$ cat src/rtl/cpu_run_monitor_pkg.sv
// Shared types and default parameters for the CPU run monitor.
// Includes the state encoding used by the controller FSM.
package cpu_run_monitor_pkg;

    typedef enum logic [1:0] {
        ST_IDLE = 2'd0,
        ST_RUN  = 2'd1,
        ST_DONE = 2'd2,
        ST_FAIL = 2'd3
    } run_state_t;

    localparam int DEF_NUM_CORES      = 1;
    localparam int DEF_CNT_WIDTH      = 32;
    localparam int DEF_TIMEOUT_CYCLES = 500000;

endpackage

$ cat src/rtl/cpu_run_monitor_capture.sv
// Per-core sticky finished flag plus finish-cycle capture register.
// Built only when CPU_RUN_MONITOR_CAPTURE_EN is defined.
module cpu_run_capture
    import cpu_run_monitor_pkg::*;
#(
    parameter int CNT_WIDTH = DEF_CNT_WIDTH
) (
    input  logic                 clk_sys,
    input  logic                 rst_b,
    input  logic                 clear,
    input  logic                 sample,
    input  logic                 core_done,
    input  logic [CNT_WIDTH-1:0] count,
    output logic                 done_flag,
    output logic [CNT_WIDTH-1:0] cycles
);

    always_ff @(posedge clk_sys) begin
        if (!rst_b) begin
            done_flag <= 1'b0;
            cycles    <= '0;
        end else if (clear) begin
            done_flag <= 1'b0;
            cycles    <= '0;
        end else if (sample && core_done && !done_flag) begin
            // first assertion wins; later edges of core_done are ignored
            done_flag <= 1'b1;
            cycles    <= count;
        end
    end

endmodule

$ cat src/rtl/cpu_run_monitor.sv
// Run controller and watchdog for NUM_CORES CPU cores.
// Optional macro CPU_RUN_MONITOR_CAPTURE_EN builds the per-core finish-cycle registers.
//
// state | meaning
// IDLE  | waiting for START, results of an aborted run held
// RUN   | cores enabled, cycle counter advancing, finishes captured
// DONE  | every core finished, results held
// FAIL  | cycle budget expired before all cores finished, results held
module cpu_run_monitor
    import cpu_run_monitor_pkg::*;
#(
    parameter int NUM_CORES      = DEF_NUM_CORES,
    parameter int CNT_WIDTH      = DEF_CNT_WIDTH,
    parameter int TIMEOUT_CYCLES = DEF_TIMEOUT_CYCLES
) (
    input  logic                           MAIN_CLOCK,
    input  logic                           MAIN_RESET_N,
    input  logic                           START,
    input  logic                           ABORT,
    input  logic [NUM_CORES-1:0]           CORE_DONE,
    output logic                           CORE_RUN,
    output logic                           BUSY,
    output logic                           ALL_DONE,
    output logic                           TIMEOUT,
    output logic [NUM_CORES-1:0]           DONE_MASK,
    output logic [CNT_WIDTH-1:0]           CYCLE_COUNT,
    output logic [NUM_CORES*CNT_WIDTH-1:0] CORE_CYCLES
);

    localparam logic [CNT_WIDTH-1:0] LIMIT = CNT_WIDTH'(TIMEOUT_CYCLES - 1);

    run_state_t           state_r;
    logic                 start_go;
    logic                 cap_en;
    logic [NUM_CORES-1:0] mask_upd;
    logic                 all_set;
    logic                 at_limit;
    logic [CNT_WIDTH-1:0] count_inc;

    always_comb begin
        start_go  = START && (state_r != ST_RUN);
        cap_en    = (state_r == ST_RUN) && !ABORT;
        mask_upd  = DONE_MASK | (CORE_DONE & {NUM_CORES{cap_en}});
        all_set   = &mask_upd;
        at_limit  = (CYCLE_COUNT == LIMIT);
        count_inc = (&CYCLE_COUNT) ? CYCLE_COUNT : CYCLE_COUNT + CNT_WIDTH'(1);
    end

    always_ff @(posedge MAIN_CLOCK) begin
        if (!MAIN_RESET_N) begin
            state_r     <= ST_IDLE;
            CORE_RUN    <= 1'b0;
            BUSY        <= 1'b0;
            ALL_DONE    <= 1'b0;
            TIMEOUT     <= 1'b0;
            CYCLE_COUNT <= '0;
        end else begin
            case (state_r)
                ST_RUN: begin
                    if (ABORT) begin
                        state_r  <= ST_IDLE;
                        CORE_RUN <= 1'b0;
                        BUSY     <= 1'b0;
                    end else if (all_set) begin
                        // completion beats the budget on the same edge
                        state_r     <= ST_DONE;
                        CORE_RUN    <= 1'b0;
                        BUSY        <= 1'b0;
                        ALL_DONE    <= 1'b1;
                        CYCLE_COUNT <= count_inc;
                    end else if (at_limit) begin
                        // count is left on the last budget cycle it reached
                        state_r  <= ST_FAIL;
                        CORE_RUN <= 1'b0;
                        BUSY     <= 1'b0;
                        TIMEOUT  <= 1'b1;
                    end else begin
                        CYCLE_COUNT <= count_inc;
                    end
                end
                default: begin
                    if (START) begin
                        state_r     <= ST_RUN;
                        CORE_RUN    <= 1'b1;
                        BUSY        <= 1'b1;
                        ALL_DONE    <= 1'b0;
                        TIMEOUT     <= 1'b0;
                        CYCLE_COUNT <= '0;
                    end
                end
            endcase
        end
    end

`ifdef CPU_RUN_MONITOR_CAPTURE_EN
    for (genvar g = 0; g < NUM_CORES; g++) begin : g_core
        cpu_run_capture #(
            .CNT_WIDTH (CNT_WIDTH)
        ) u_capture (
            .clk_sys   (MAIN_CLOCK),
            .rst_b     (MAIN_RESET_N),
            .clear     (start_go),
            .sample    (cap_en),
            .core_done (CORE_DONE[g]),
            .count     (CYCLE_COUNT),
            .done_flag (DONE_MASK[g]),
            .cycles    (CORE_CYCLES[g*CNT_WIDTH +: CNT_WIDTH])
        );
    end
`else
    always_ff @(posedge MAIN_CLOCK) begin
        if (!MAIN_RESET_N) begin
            DONE_MASK <= '0;
        end else if (start_go) begin
            DONE_MASK <= '0;
        end else begin
            DONE_MASK <= mask_upd;
        end
    end

    assign CORE_CYCLES = '0;
`endif

endmodule

$ cat config.mk
export PLATFORM = sky130hd
export DESIGN_NAME = cpu_run_monitor
export DESIGN_NICKNAME = d
export VERILOG_FILES = /design/src/rtl/cpu_run_monitor_pkg.sv /design/src/rtl/cpu_run_monitor_capture.sv /design/src/rtl/cpu_run_monitor.sv
export SDC_FILE = /design/constraint.sdc
export NUM_CORES = 1
export LEC_CHECK = 0
export CAP_MARGIN = 20
export CORE_UTILIZATION = 48
export CTS_BUF_LIST = sky130_fd_sc_hd__clkbuf_4 sky130_fd_sc_hd__clkbuf_8 sky130_fd_sc_hd__clkbuf_16
export CTS_CLUSTER_DIAMETER = 80
export DETAILED_ROUTE_END_ITERATION = 16
export PLACE_DENSITY = 0.81
export RECOVER_POWER = 50
export SETUP_SLACK_MARGIN = 0.3
export SLEW_MARGIN = 0
export SYNTH_ARGS = -nofsm -noshare
export SYNTH_HDL_FRONTEND = slang
export SYNTH_SLANG_ARGS = --single-unit
$ cat constraint.sdc
create_clock -name MAIN_CLOCK -period 2.3 [get_ports MAIN_CLOCK]
set_input_delay 0.345 -clock MAIN_CLOCK [delete_from_list [all_inputs] [get_ports MAIN_CLOCK]]
set_output_delay 0.345 -clock MAIN_CLOCK [all_outputs]
set_load 0.05 [all_outputs]
### Word level (Yosys, flattened, before mapping)

Index checks and enable logic that the tools add are counted.

| storage, ports and cells | value |
|---|---|
| bits in registers | 38 |
| logic and storage cells | 53 |
| input port bits | 5 |

| cells by class | value |
|---|---|
| muxes and demuxes | 24 |
| $add $sub $neg | 1 |
| eq/ne operators | 9 |
| reductions and logical operators | 10 |
| bitwise logic cells | 3 |

Operator list:

| cell | number |
|---|---|
| two-way mux 32 bit | 6 |
| adder 32 x 1 -> 32 bit, second input constant | 1 |
| equality test 32 x 19 -> 1 bit, second input constant | 1 |
| AND reduction 32 bit | 1 |
| two-way mux 1 bit | 13 |
| two-way mux 2 bit | 5 |
| != test 2 bit, second input constant | 4 |
| AND reduction 3 bit | 2 |
| != test 4 bit, second input constant | 1 |
| AND reduction 4 bit | 1 |
| != test 3 bit, second input constant | 1 |
| equality test 2 x 1 -> 1 bit, second input constant | 1 |
| logical AND 1 bit | 2 |
| != test 2 x 1 -> 1 bit, second input constant | 1 |
| AND reduction 2 bit | 1 |
| nonzero test 2 bit | 1 |
| OR reduction 2 bit | 1 |
| bitwise AND 1 bit | 1 |
| logical NOT 1 bit | 1 |
| NOT 1 bit | 1 |
| bitwise OR 1 bit | 1 |

### Logic depth before layout (Yosys ltp)

| logic depth | value |
|---|---|
| depth in word-level cells | 7 |
| gate-level depth with buffers | 9 |
| depth with buffers taken out | 7 |

### Least setup slack after synthesis

OpenSTA, ideal clock, no wires.

| timing path | value |
|---|---|
| kind | flip-flop to flip-flop |
| from | reg CYCLE_COUNT[0] |
| to | reg CYCLE_COUNT[22] |
| required time | 2199 ps |
| period minus slack after synthesis | 2313 ps |
| arrival time | 2212 ps |
| setup time | 101 ps |
| cell stages (with the launch flop) | 9 |
| setup slack | -13 ps |
| cells stage by stage | dfxtp_1 > ha_1 > nand2b_1 > and4bb_2 > nand4_4 > a211oi_2 > buf_2 > o21ai_0 > o41ai_1 |

| between the ends | value |
|---|---|
| word-level cells in the longest chain between the ends | 6 |

Ends and longest elaborated chain:

| element | RTL line | text |
|---|---|---|
| start, declared | cpu_run_monitor.sv:26 | `output logic [CNT_WIDTH-1:0] CYCLE_COUNT,` |
| start signal, assigned | cpu_run_monitor.sv:70 | `CYCLE_COUNT <= count_inc;` |
| start signal, assigned | cpu_run_monitor.sv:78 | `CYCLE_COUNT <= count_inc;` |
| adder 32 x 1 -> 32 bit or AND reduction 32 bit (tied branches) | cpu_run_monitor.sv:46 | `count_inc = (&CYCLE_COUNT) ? CYCLE_COUNT : CYCLE_COUNT + CNT_WIDTH'(1);` |
| two-way mux 32 bit | cpu_run_monitor.sv:46 |  |
| two-way mux 32 bit | cpu_run_monitor.sv:71 | `end else if (at_limit) begin` |
| two-way mux 32 bit | cpu_run_monitor.sv:64 | `end else if (all_set) begin` |
| two-way mux 32 bit | cpu_run_monitor.sv:60 | `if (ABORT) begin` |
| two-way mux 32 bit | cpu_run_monitor.sv:58 | `case (state_r)` |

Parallel ways exist; a longest one is shown, timed or not. The select of a mux whose other input is x is not followed.
A chain may end at the register's enable or synchronous reset.

### Final worst setup path

| timing path | value |
|---|---|
| from | reg state_r[0] |
| to | reg CYCLE_COUNT[31] |

| between the ends | value |
|---|---|
| word-level cells in the longest chain between the ends | 7 |

Ends and longest elaborated chain:

| element | RTL line | text |
|---|---|---|
| start, declared | cpu_run_monitor.sv:32 | `run_state_t state_r;` |
| start signal, assigned | cpu_run_monitor.sv:51 | `state_r <= ST_IDLE;` |
| start signal, assigned | cpu_run_monitor.sv:61 | `state_r <= ST_IDLE;` |
| start signal, assigned | cpu_run_monitor.sv:66 | `state_r <= ST_DONE;` |
| equality test 2 x 1 -> 1 bit (*) | cpu_run_monitor.sv:42, cpu_run_monitor.sv:58 |  |
| logical AND 1 bit | cpu_run_monitor.sv:42 | `cap_en = (state_r == ST_RUN) && !ABORT;` |
| bitwise AND 1 bit | cpu_run_monitor.sv:43 | `mask_upd = DONE_MASK \| (CORE_DONE & {NUM_CORES{cap_en}});` |
| bitwise OR 1 bit | cpu_run_monitor.sv:43 |  |
| two-way mux 32 bit | cpu_run_monitor.sv:64 |  |
| two-way mux 32 bit | cpu_run_monitor.sv:60 |  |
| two-way mux 32 bit | cpu_run_monitor.sv:58 |  |

Every way passes the cells marked *; elsewhere a longest branch is shown, timed or not. The select of a mux whose other input is x is not followed.

==> impl_summary.md <==
Outcome
The flow ran to the end, and the final reports show no timing, DRC or antenna violations.

Synth
Of the total synthesized cell area, the portion taken by XOR and XNOR cells is 0%. The arithmetic-cell share of the synthesized area counting full adders, half adders and majority gates is 0.490%. The post-synthesis mux area share is between 1 and 1.5%.

The number of storage elements in the synthesis netlist is 38. Sorting the synthesized cells by area gives the leading types as sky130_fd_sc_hd__dfxtp_1 (30%), sky130_fd_sc_hd__buf_4 (11%), sky130_fd_sc_hd__o21ai_0 (4.5%), sky130_fd_sc_hd__nand4_1 (3.4%), sky130_fd_sc_hd__a31oi_1 (3.2%). Summed over its instances, the top area cell type makes up 29.8% of the synthesized netlist area.

The mapped netlist covers ~2600 µm². By count the netlist is led by sky130_fd_sc_hd__dfxtp_1 (38), sky130_fd_sc_hd__buf_4 (36), sky130_fd_sc_hd__o21ai_0 (23), sky130_fd_sc_hd__nand2_1 (20), sky130_fd_sc_hd__nor2_1 (18). Of the synthesized area, sequential elements account for a little under 30%. The top cell type by total area after synthesis is sky130_fd_sc_hd__dfxtp_1. Yosys instantiated no cell more often than sky130_fd_sc_hd__dfxtp_1. The synthesis warning total is 0. In the synthesized netlist the async set-or-reset flop fraction comes to 0%. The top flip-flop cell by instance count after synthesis is sky130_fd_sc_hd__dfxtp_1. Counting distinct cell types in the post-synthesis netlist gives 57. The number of flops mapped to enable cells by yosys is 0.

After synthesis, the largest family of logic cells by area is simple AND/OR/NAND/NOR gates. The synthesized netlist devotes 23.9% of its cell area to compound gates. The synthesized netlist devotes 30.5% of its cell area to simple gates. The average cell area after synthesis is about 8.1 µm². Synthesis handed over a netlist of between 300 and 400 instances.

Global route
The via count of the first global-routing pass is around 2400. After global routing the overflow that remains totals 0. For this run, the total global-route usage over all layers was measured as a little over a quarter.

The number of antenna violations at the first check in global routing was 0. The wire length of the first global-routing pass is ~12000 µm. Entering global routing, the biggest net connects 18 pins.

Floorplanning
The number of ports placed on the die boundary is 74. In this run the standard cell core region covers slightly above 5000 µm². The starting density of the core is 50.0%. From bottom edge to top edge, the die measures 74.9 µm. The area of the die is between 5000 and 6000 µm². From left edge to right edge, the die measures 74.9 µm. The number of placement rows is 26.

Place
The HPWL after detailed placement is approximately 5000 µm. Including well taps, the total number of placed cells is between 400 and 500. The global placement routability congestion is roughly 0.98. Port buffering added 41 buffers. OpenSTA, run right after detailed placement, puts the worst setup slack at -5.63 ps.

Detailed routing
After detailed routing, the number of remaining DRC violations is 0. The routed design has roughly 7600 µm of wire. The detailed-route vias per instance is roughly 6.3. The total number of vias is about 2800. The mean routed wirelength per cell is 17.0 µm. The violation count after the first detailed-routing iteration is between 300 and 400. The first-pass detailed-route iteration total is 5. The count of nets left with antenna violations once routing finished came out at 0.

Worst setup path
STA classifies the critical path startpoint as a register. The worst setup path is captured at a register. The critical path in this run is classified as reg2reg.

The most critical setup path has its endpoint at CYCLE_COUNT[31]. Of all nets on the critical path, the largest fanout is 8. At the worst endpoint, the arrival time is ~2300 ps. The worst register-to-register path has a depth of 8.

The startpoint identified for the worst register-to-register timing path is state_r[0]. Across all register-to-register paths, the minimum setup slack is approximately 230 ps. The terminus of the critical flop-to-flop path is CYCLE_COUNT[31].

The most critical setup path has its startpoint at state_r[0]. At the worst endpoint, the required time is between 2000 and 2500 ps.

Clock tree
Clock-pin slew was measured on the worst setup and hold paths at 70 ps. The TritonCTS clock tree is built. The maximum level of the CTS H-tree is 2. No sink is reached through more buffers than the 2 on the longest clock path. The total number of clock tree sinks is 38. The buffer cell driving the clock tree root is sky130_fd_sc_hd__clkbuf_8. The number of clock buffers added by TritonCTS is 5. The source-to-sink clock delay at the later pin of the worst-skew pair is roughly 300 ps.

Timing
Based on the critical path, the design can be clocked at up to 0.484 GHz. The measured slew at the worst slew-check pin is roughly 600 ps. On the final layout, the worst clock skew is roughly 11 ps. The total of endpoints with negative setup slack in the final report is 0. The final critical path takes up between 80% and 90% of the cycle. In this run the tightest slew margin relative to its limit is approximately three fifths. The max-slew violation count was 0. The shortest period the worst path allows is between 2000 and 2500 ps. The worst path meets setup with 234 ps of slack. Setup repair after global routing could not meet its margin everywhere. The number of endpoints with negative hold slack in the final report was 0.

Power
The static power due to leakage is roughly 1.3 nW. VDD sags by at most 0.240 mV. In this run the power density over the cells is ~440 nW/µm².

Hold path
In this run the most critical hold path is launched from CYCLE_COUNT[29]. The path category of the worst min-delay check is reg2reg.

Layout
0 antenna diodes ended up in the layout. The area growth from synthesis to layout is 29.7%. The final net count is approximately 380. The share of post-route cells with drive strength above 1 is a little over a quarter.

For this run, the number of standard cells in the final layout without fillers is approximately 450.

Flow run
The tool flagged a number of max-cap violations equal to 0.
[worst min-delay path by stage]
stage | endpoint | cells past startpoint | slack (ps)
after floorplan | state_r[0] | 2 | 520
after global placement | CYCLE_COUNT[0] | 1 | 460
after detailed placement | CYCLE_COUNT[0] | 1 | 470
after CTS | CYCLE_COUNT[0] | 1 | 490
after global routing | CYCLE_COUNT[29] | 1 | 510
final | CYCLE_COUNT[29] | 1 | 490
[final cells by class]
cell class | count | area, µm²
clock buffer | 8 | 91.3
fill | 451 | 1800
inverter | 4 | 15.0
multi-input combinational | 254 | 1670
sequential | 38 | 817
tap | 70 | 87.6
timing repair buffer | 72 | 626
[critical path, cell delays in order (launching register included)]
cell	delay, ps
sky130_fd_sc_hd__dfxtp_1	350
sky130_fd_sc_hd__nor2b_1	210
sky130_fd_sc_hd__clkbuf_1	370
sky130_fd_sc_hd__nor2b_1	90
sky130_fd_sc_hd__clkbuf_1	200
sky130_fd_sc_hd__a21oi_4	170
sky130_fd_sc_hd__clkbuf_1	250
sky130_fd_sc_hd__nor2b_1	80
sky130_fd_sc_hd__o221a_2	240
[power breakdown]
group / total [W] / switching, W / internal, W
Combinational: 0.000293 / 0.000229 / 0.0000631
Sequential: 0.000659 / 0.00000403 / 0.000655
Clock: 0.000492 / 0.000241 / 0.000251
Total: 0.00144 / 0.000474 / 0.000969
[sequential cells by signal (all words and copies together), names as in the netlist]
register     count
state_r          2
BUSY             1
TIMEOUT          1
CYCLE_COUNT     32
DONE_MASK        1
ALL_DONE         1
[stage by stage]
step / utilization [%] / hold slack (ps) / power (W) / TNS (ps) / cell area, µm²
finish: 64.8 / 492 / 0.00144 / 0 / 3310
global route: 64.8 / 508 / 0.00149 / 0 / 3310
CTS: 62.5 / 487 / 0.00144 / 0 / 3190
detailed placement: 58.9 / 467 / 0.000955 / -5.63 / 3010
global placement: 58.9 / 456 / 0.000951 / 0 / 3010
floorplan: - / 515 / 0.000938 / 0 / 2720
[cell usage in the layout, fill, tap and decap left out, types with 14 or more instances in the layout]
| master | n |
|---|---|
| sky130_fd_sc_hd__a21oi_1 | 14 |
| sky130_fd_sc_hd__buf_4 | 26 |
| sky130_fd_sc_hd__clkdlybuf4s50_1 | 16 |
| sky130_fd_sc_hd__conb_1 | 32 |
| sky130_fd_sc_hd__dfxtp_2 | 24 |
| sky130_fd_sc_hd__dlygate4sd3_1 | 24 |
| sky130_fd_sc_hd__nand2_1 | 20 |
| sky130_fd_sc_hd__nand3_1 | 14 |
| sky130_fd_sc_hd__nand4_1 | 14 |
| sky130_fd_sc_hd__nor2_1 | 18 |
| sky130_fd_sc_hd__o21ai_0 | 23 |
[logic make-up (layout without fill, tap and decap cells)]
family / count (synthesis) / in the layout
multiplexers: 3 / 3
other: 1 / 32
adder cells (fa/ha/maj): 1 / 1
AND/OR/NAND/NOR: 127 / 128
buffers and inverters: 55 / 84
flip-flops: 38 / 38
AO/OA/AOI/OAI: 90 / 90
[per-layer routing]
| metal | global-route usage [%] | up-vias | routed length [µm] |
|---|---|---|---|
| li1 | - | 1261 | - |
| met1 | 36.8 | 1315 | 3070 |
| met2 | 41.9 | 187 | 3580 |
| met3 | 5.76 | 28 | 750 |
| met4 | 12.6 | 0 | 199 |
| met5 | 0 | - | 0 |
[repair_timing]
action                                  in CTS  in global routing
hold buffers                                 0                  0
endpoints found under the setup margin      28                 28
resized for setup                           12                 14
gates cloned                                 1                  0
buffers inserted                             5                  9
pin swaps                                    5                 10
Power figures use the tool's default switching activity.
